--- src/rtl/uart_tx_arbiter_if.sv ---
// Bundle of requester and transmitter handshake signals around the UART TX arbiter.
// The master side is the arbiter; the slave side is the requesters plus the transmitter.
interface uart_tx_arbiter_if #(
    parameter int NUM_REQ = 4,
    parameter int DATA_W  = 9,
    parameter int ID_W    = $clog2(NUM_REQ)
);
    logic [NUM_REQ-1:0]        req_valid;
    logic [NUM_REQ*DATA_W-1:0] req_data;
    logic [NUM_REQ-1:0]        req_ready;
    logic                      uart_start;
    logic [DATA_W-1:0]         uart_data;
    logic                      uart_ready;
    logic                      uart_busy;
    logic [ID_W-1:0]           grant_id;
    logic                      active;
    logic                      timeout_err;
    logic                      clear_err;

    modport master (
        input  req_valid,
        input  req_data,
        input  uart_ready,
        input  uart_busy,
        input  clear_err,
        output req_ready,
        output uart_start,
        output uart_data,
        output grant_id,
        output active,
        output timeout_err
    );

    modport slave (
        output req_valid,
        output req_data,
        output uart_ready,
        output uart_busy,
        output clear_err,
        input  req_ready,
        input  uart_start,
        input  uart_data,
        input  grant_id,
        input  active,
        input  timeout_err
    );
endinterface

--- src/rtl/uart_tx_arbiter.sv ---
// Round-robin arbiter that shares one UART transmitter among NUM_REQ requesters
// and sequences the start/busy/ready handshake, flagging a transmitter that never starts.
module uart_tx_arbiter #(
    parameter int NUM_REQ     = 4,
    parameter int DATA_W      = 9,
    parameter int ACK_TIMEOUT = 16,
    parameter int ID_W        = $clog2(NUM_REQ)
) (
    input  logic              clk,
    input  logic              rst,
    uart_tx_arbiter_if.master bus
);

    localparam int                TMR_W     = $clog2(ACK_TIMEOUT);
    localparam logic [TMR_W-1:0]  TMR_LAST  = TMR_W'(ACK_TIMEOUT - 1);
    localparam logic [ID_W:0]     NUM_REQ_W = (ID_W + 1)'(NUM_REQ);
    localparam logic [ID_W-1:0]   PTR_RST   = ID_W'(NUM_REQ - 1);

    typedef enum logic [1:0] {
        IDLE,
        START,
        WAIT_BUSY,
        WAIT_DONE
    } state_t;

    state_t             state_q, state_d;
    logic [ID_W-1:0]    ptr_q, ptr_d;
    logic [ID_W-1:0]    grant_id_q, grant_id_d;
    logic [DATA_W-1:0]  uart_data_q, uart_data_d;
    logic               uart_start_q, uart_start_d;
    logic               active_q, active_d;
    logic               timeout_err_q, timeout_err_d;
    logic [TMR_W-1:0]   timer_q, timer_d;

    logic [DATA_W-1:0]  words [NUM_REQ];
    logic [ID_W-1:0]    winner;
    logic               win_found;
    logic [ID_W:0]      cand;
    logic               accept;
    logic               set_err;

    for (genvar i = 0; i < NUM_REQ; i++) begin : g_words
        assign words[i] = bus.req_data[i*DATA_W +: DATA_W];
    end

    // Search upward from the slot after the last winner, wrapping, so every
    // continuously valid requester is reached within NUM_REQ-1 other grants.
    always_comb begin
        winner    = '0;
        win_found = 1'b0;
        cand      = '0;
        for (int off = 1; off <= NUM_REQ; off++) begin
            cand = {1'b0, ptr_q} + (ID_W + 1)'(off);
            if (cand >= NUM_REQ_W) begin
                cand = cand - NUM_REQ_W;
            end
            if (!win_found && bus.req_valid[cand[ID_W-1:0]]) begin
                win_found = 1'b1;
                winner    = cand[ID_W-1:0];
            end
        end
    end

    // The acceptance pulse is suppressed during reset so no word is handed
    // off while the sequencer is being forced back to IDLE.
    assign accept        = (state_q == IDLE) && win_found && bus.uart_ready && !rst;
    assign bus.req_ready = accept ? (NUM_REQ'(1) << winner) : '0;

    always_comb begin
        state_d       = state_q;
        ptr_d         = ptr_q;
        grant_id_d    = grant_id_q;
        uart_data_d   = uart_data_q;
        timer_d       = timer_q;
        set_err       = 1'b0;
        case (state_q)
            IDLE: begin
                if (accept) begin
                    uart_data_d = words[winner];
                    grant_id_d  = winner;
                    ptr_d       = winner;
                    state_d     = START;
                end
            end
            START: begin
                timer_d = '0;
                state_d = WAIT_BUSY;
            end
            WAIT_BUSY: begin
                if (bus.uart_busy) begin
                    state_d = WAIT_DONE;
                end else if (timer_q == TMR_LAST) begin
                    set_err = 1'b1;
                    state_d = IDLE;
                end else begin
                    timer_d = timer_q + 1'b1;
                end
            end
            WAIT_DONE: begin
                if (!bus.uart_busy && bus.uart_ready) begin
                    state_d = IDLE;
                end
            end
            default: state_d = IDLE;
        endcase

        // A new timeout wins over a simultaneous clear.
        timeout_err_d = timeout_err_q;
        if (bus.clear_err) begin
            timeout_err_d = 1'b0;
        end
        if (set_err) begin
            timeout_err_d = 1'b1;
        end

        uart_start_d = (state_d == START);
        active_d     = (state_d != IDLE);
    end

    always_ff @(posedge clk or posedge rst) begin
        if (rst) begin
            state_q       <= IDLE;
            ptr_q         <= PTR_RST;
            grant_id_q    <= '0;
            uart_data_q   <= '0;
            uart_start_q  <= 1'b0;
            active_q      <= 1'b0;
            timeout_err_q <= 1'b0;
            timer_q       <= '0;
        end else begin
            state_q       <= state_d;
            ptr_q         <= ptr_d;
            grant_id_q    <= grant_id_d;
            uart_data_q   <= uart_data_d;
            uart_start_q  <= uart_start_d;
            active_q      <= active_d;
            timeout_err_q <= timeout_err_d;
            timer_q       <= timer_d;
        end
    end

    assign bus.uart_start  = uart_start_q;
    assign bus.uart_data   = uart_data_q;
    assign bus.grant_id    = grant_id_q;
    assign bus.active      = active_q;
    assign bus.timeout_err = timeout_err_q;

endmodule
--- src/flat_wrapper.sv ---
// flat-port wrapper written by rule: the top's interface ports become plain ports
module uart_tx_arbiter_flat 
#(
    parameter int NUM_REQ     = 4,
    parameter int DATA_W      = 9,
    parameter int ACK_TIMEOUT = 16,
    parameter int ID_W        = $clog2(NUM_REQ)
)
  (clk, rst, bus_req_valid, bus_req_data, bus_uart_ready, bus_uart_busy, bus_clear_err, bus_req_ready, bus_uart_start, bus_uart_data, bus_grant_id, bus_active, bus_timeout_err);
  uart_tx_arbiter_if #(.NUM_REQ(NUM_REQ), .DATA_W(DATA_W), .ID_W(ID_W)) bus_i ();
  input  logic clk;
  input  logic rst;
  input wire logic [$bits(bus_i.req_valid)-1:0] bus_req_valid;
  input wire logic [$bits(bus_i.req_data)-1:0] bus_req_data;
  input wire logic [$bits(bus_i.uart_ready)-1:0] bus_uart_ready;
  input wire logic [$bits(bus_i.uart_busy)-1:0] bus_uart_busy;
  input wire logic [$bits(bus_i.clear_err)-1:0] bus_clear_err;
  output wire logic [$bits(bus_i.req_ready)-1:0] bus_req_ready;
  output wire logic [$bits(bus_i.uart_start)-1:0] bus_uart_start;
  output wire logic [$bits(bus_i.uart_data)-1:0] bus_uart_data;
  output wire logic [$bits(bus_i.grant_id)-1:0] bus_grant_id;
  output wire logic [$bits(bus_i.active)-1:0] bus_active;
  output wire logic [$bits(bus_i.timeout_err)-1:0] bus_timeout_err;
  assign bus_i.req_valid = bus_req_valid;
  assign bus_i.req_data = bus_req_data;
  assign bus_i.uart_ready = bus_uart_ready;
  assign bus_i.uart_busy = bus_uart_busy;
  assign bus_i.clear_err = bus_clear_err;
  assign bus_req_ready = bus_i.req_ready;
  assign bus_uart_start = bus_i.uart_start;
  assign bus_uart_data = bus_i.uart_data;
  assign bus_grant_id = bus_i.grant_id;
  assign bus_active = bus_i.active;
  assign bus_timeout_err = bus_i.timeout_err;
  uart_tx_arbiter #(.NUM_REQ(NUM_REQ), .DATA_W(DATA_W), .ACK_TIMEOUT(ACK_TIMEOUT), .ID_W(ID_W)) u_core (.clk(clk), .rst(rst), .bus(bus_i));
endmodule
--- config.mk ---
export PLATFORM = sky130hd
export DESIGN_NAME = uart_tx_arbiter_flat
export DESIGN_NICKNAME = d
export VERILOG_FILES = /design/src/rtl/uart_tx_arbiter_if.sv /design/src/rtl/uart_tx_arbiter.sv /design/src/flat_wrapper.sv
export SDC_FILE = /design/constraint.sdc
export NUM_CORES = 1
export LEC_CHECK = 0
export ABC_AREA = 1
export BUFFER_PORTS_ARGS = -buffer_cell sky130_fd_sc_hd__buf_2
export CAP_MARGIN = 40
export CORE_MARGIN = 5
export CORE_UTILIZATION = 25
export DETAILED_ROUTE_END_ITERATION = 12
export PLACE_DENSITY = 0.52
export SYNTH_ARGS = -nofsm -noshare
export SYNTH_HDL_FRONTEND = slang
export SYNTH_SLANG_ARGS = --single-unit
--- constraint.sdc ---
create_clock -name clk -period 5 [get_ports clk]
set_input_delay 1.5 -clock clk [delete_from_list [all_inputs] [get_ports clk]]
set_output_delay 1.5 -clock clk [all_outputs]
set_load 0.05 [all_outputs]
==> impl_metrics.csv <==
group,metric,value,unit
floorplanning,die_y,90.9,um
setup_path,required,3.50,ns
drt,vias,1700,
synth,ys_seq_area_frac,0.338,
cts,cts_htree_levels,1,
worst_hold_path,min_to,"u_core.bus.uart_data[1]",
synth,synth_top_family_by_area,"simple AND/OR/NAND/NOR gates",
placed_design,dp_hpwl,3740,um
worst_hold_path,min_from,"u_core.bus.uart_data[1]",
drt,wl_met3,360,um
floorplanning,start_util,0.258,
timing,final-setup-viol-count,0,
cts,postCtsSetupBuffers,0,
global_route,grt_max_degree,23,
setup_path,r2r_slack,2.74,ns
floorplanning,dieArea,8260,sq um
timing,hold_violations,0,
cts,clkLatencyLatePin,0.26,ns
setup_path,crit_family,"simple AND/OR/NAND/NOR gates",
cts,cts_resized,0,
status,status,"finished clean",
timing,timing.final.ws_setup,0.399,ns
cells_and_area,area_growth,26.2,%
setup_path,crit_arrival,3.10,ns
setup_path,cp_max_fo,21,
cts,path_clk_slew,0.08,ns
worst_hold_path,hp-class,"reg -> reg",
timing,fmax,217,MHz
synth,syn_nets,292,
synth,synthAdderAreaFrac,0.00765,
synth,synth_cell_types,27,
global_route,grt_overflow,0,
timing,fin_crit,4.60,ns
cells_and_area,final_area,2060,sq um
synth,synth_cells,246,
placed_design,pre_cts_slack,0.413,ns
timing,post-route-period-util,0.920,
setup_path,r2r_end,"u_core.bus.uart_data[8]",
cells_and_area,fin_util,0.325,
cells_and_area,drive_gt1_frac,0.290,
floorplanning,rows,29,
floorplanning,die_width,90.9,um
setup_path,endpoint_kind,"output pin",
setup_path,critPathLaunchType,"input pin",
synth,synth_area,1640,sq um
synth,synth_compound_gate_area_share,0.0451,
synth,yosys.area.top_type,"dfrtp_1",
drt,drt_iter0_markers,46,
placed_design,placed_area,1990,sq um
cts,ctsHoldBuffers,0,
drt,ant_nets,0,
cts,clockBufferDepth,2,
setup_path,rr_worst_depth,15,
setup_path,critPathBufInv,3,
setup_path,path_class,"in -> out",
drt,wl_per_cell,12.3,um
drt,dr.pass1.iters,4,
global_route,track_usage,0.118,
floorplanning,coreArea,6350,sq um
cts,cts_buffers,3,
placed_design,gp_congestion,0.800,
cts,cts_num_sinks,22,
power,power,1.67,mW
power,ir_drop,0.000326,V
synth,yosys_register_bits,22,
drt,dr.max_layer_used,"met4",
setup_path,r2r-start,"u_core.ptr_q[0]",
synth,async_flop_share,1.00,
timing,tightest_slew,0.386,ns
synth,synth_flop_cell,"dfrtp_1",
global_route,antenna_found_initial,0,
cells_and_area,n_fill_cell,707,
synth,synth_edf_count,0,
drt,viasPerCell,4.43,
drt,drt_wl_total,4710,um
cells_and_area,fin_nets,354,
cts,clock-root-buffer,"clkbuf_8",
setup_path,max_stage_delay,0.29,ns
timing,slew_headroom,0.741,
drt,met2_length,1960,um
setup_path,slowest_stage,"buf_2",
timing,fin_tns_setup,0,ns
synth,synthDominantCellAreaShare,0.306,
synth,ys_top_cells_by_area,"dfrtp_1 31%, nand2_1 31%, nand4_1 7.3%",
worst_hold_path,whs_path_depth,2,
setup_path,crit_top_cell,"nand2_1",
global_route,grt_pass1_vias,1735,
power,power_density,809,nW/um^2
synth,yosysWarnings,0,
job,cap_violations,0,
setup_path,crit_chain,"buf_2 -> nand2_1 -> nand2_2 -> nand2_1 -> nand2_1 -> nor2_4 -> nand3_2 -> nand3_4 -> inv_1 -> nor3_1 -> buf_2",
timing,fin_worst_skew,0.000970,ns
placed_design,numPortBuffers,62,
synth,synth_mux_area_frac,0,
synth,synth-simple-area-share,0.511,
synth,ys_top_cells_by_count,"133 x nand2_1, 20 x dfrtp_1, 19 x nand4_1",
drt,route.layer.met1.wl,2330,um
global_route,grt_pass1_wl,8210,um
timing,drv_slew,0,
synth,yosys.area_share.xor_xnor,0,
cells_and_area,diodes,0,
floorplanning,io-pin-count,63,
synth,synth_most_common_cell,"nand2_1",
cts,cts_tree,"done",
timing,rsz0062_at_grt,"no",
power,p_leak,1.20,nW
drt,drc,0,
synth,syn_avg_cell_area,6.65,sq um
[worst max-delay path by stage]
| stage | from | to | depth (start not counted) |
|---|---|---|---|
| finish | bus_req_valid[3] | bus_req_ready[0] | 11 |
| global route | bus_req_valid[0] | bus_req_ready[0] | 11 |
| CTS | bus_req_valid[2] | bus_req_ready[0] | 11 |
| detailed placement | bus_req_valid[2] | bus_req_ready[0] | 12 |
| global placement | bus_req_valid[3] | bus_req_ready[0] | 11 |
| floorplan | bus_req_valid[2] | bus_req_ready[0] | 11 |
[registers in the layout, summed over array words and instances, names as in the netlist]
register	flops
u_core.bus.timeout_err	1
u_core.bus.active	1
u_core.ptr_q	2
u_core.state_q	2
u_core.timer_q	4
u_core.bus.uart_start	1
u_core.bus.uart_data	9
u_core.bus.grant_id	2
[power breakdown]
group / leakage [nW] / internal [mW] / switching, mW / total (mW)
clock network: 0.0357 / 0.107 / 0.0590 / 0.166
logic: 0.883 / 0.358 / 0.831 / 1.19
registers: 0.278 / 0.253 / 0.0624 / 0.316
[layer usage]
metal  vias to the layer above  GRT usage
met1                       730      0.164
met5                         -          0
met3                         4     0.0292
met4                         0     0.0367
met2                        52      0.178
li1                        914          -
[kinds of logic after synthesis]
logic type                 Yosys count
AOI/OAI and AO/OA                   12
buffers and inverters               28
DFF                                 22
and+or+nand+nor                    183
adders and majority gates            1
[layout make-up]
| cell class | count | area [sq um] | share of cell area |
|---|---|---|---|
| Clock buffer | 3 | 41.3 | 0.0200 |
| Clock inverter | 1 | 30.0 | 0.0146 |
| Inverter | 18 | 72.6 | 0.0352 |
| Multi-Input combinational cell | 196 | 922 | 0.447 |
| Sequential cell | 22 | 553 | 0.268 |
| Tap cell | 77 | 96.3 | 0.0467 |
| Timing Repair Buffer | 67 | 348 | 0.169 |
[cell usage in the layout (no fill, tap or decap), drive strengths merged]
cell type    n
dfrtp       20
nor3b        1
a21oi        1
a22o         1
o211ai       1
dfstp        2
nor3         5
clkbuf       3
buf         67
o21ai        8
nand2      138
ha           1
bufinv       1
inv         18
nand3       11
nor2         8
nand4       20
o32ai        1
[per-stage QoR]
stage | cells | hold slack, ns
2_1_floorplan | 246 | 0.486
3_3_place_gp | 380 | 0.463
3_5_place_dp | 380 | 0.466
4_1_cts | 384 | 0.488
5_1_grt | 384 | 0.532
6_report | 384 | 0.478
[worst reg2reg max path, cell delays in order, from the launching register on]
cell,delay (ns)
dfstp_2,0.69
inv_6,0.09
nand2_1,0.07
nand2_1,0.07
nand2_1,0.08
nand2_1,0.10
nand2_2,0.10
nand2_1,0.09
nand2_4,0.18
nand3_4,0.26
nand2_1,0.14
nand2_1,0.06
nand2_1,0.05
nand2_1,0.05
nand2_1,0.07
nand2_1,0.05
Note: power is estimated with default switching activity, not from simulation.
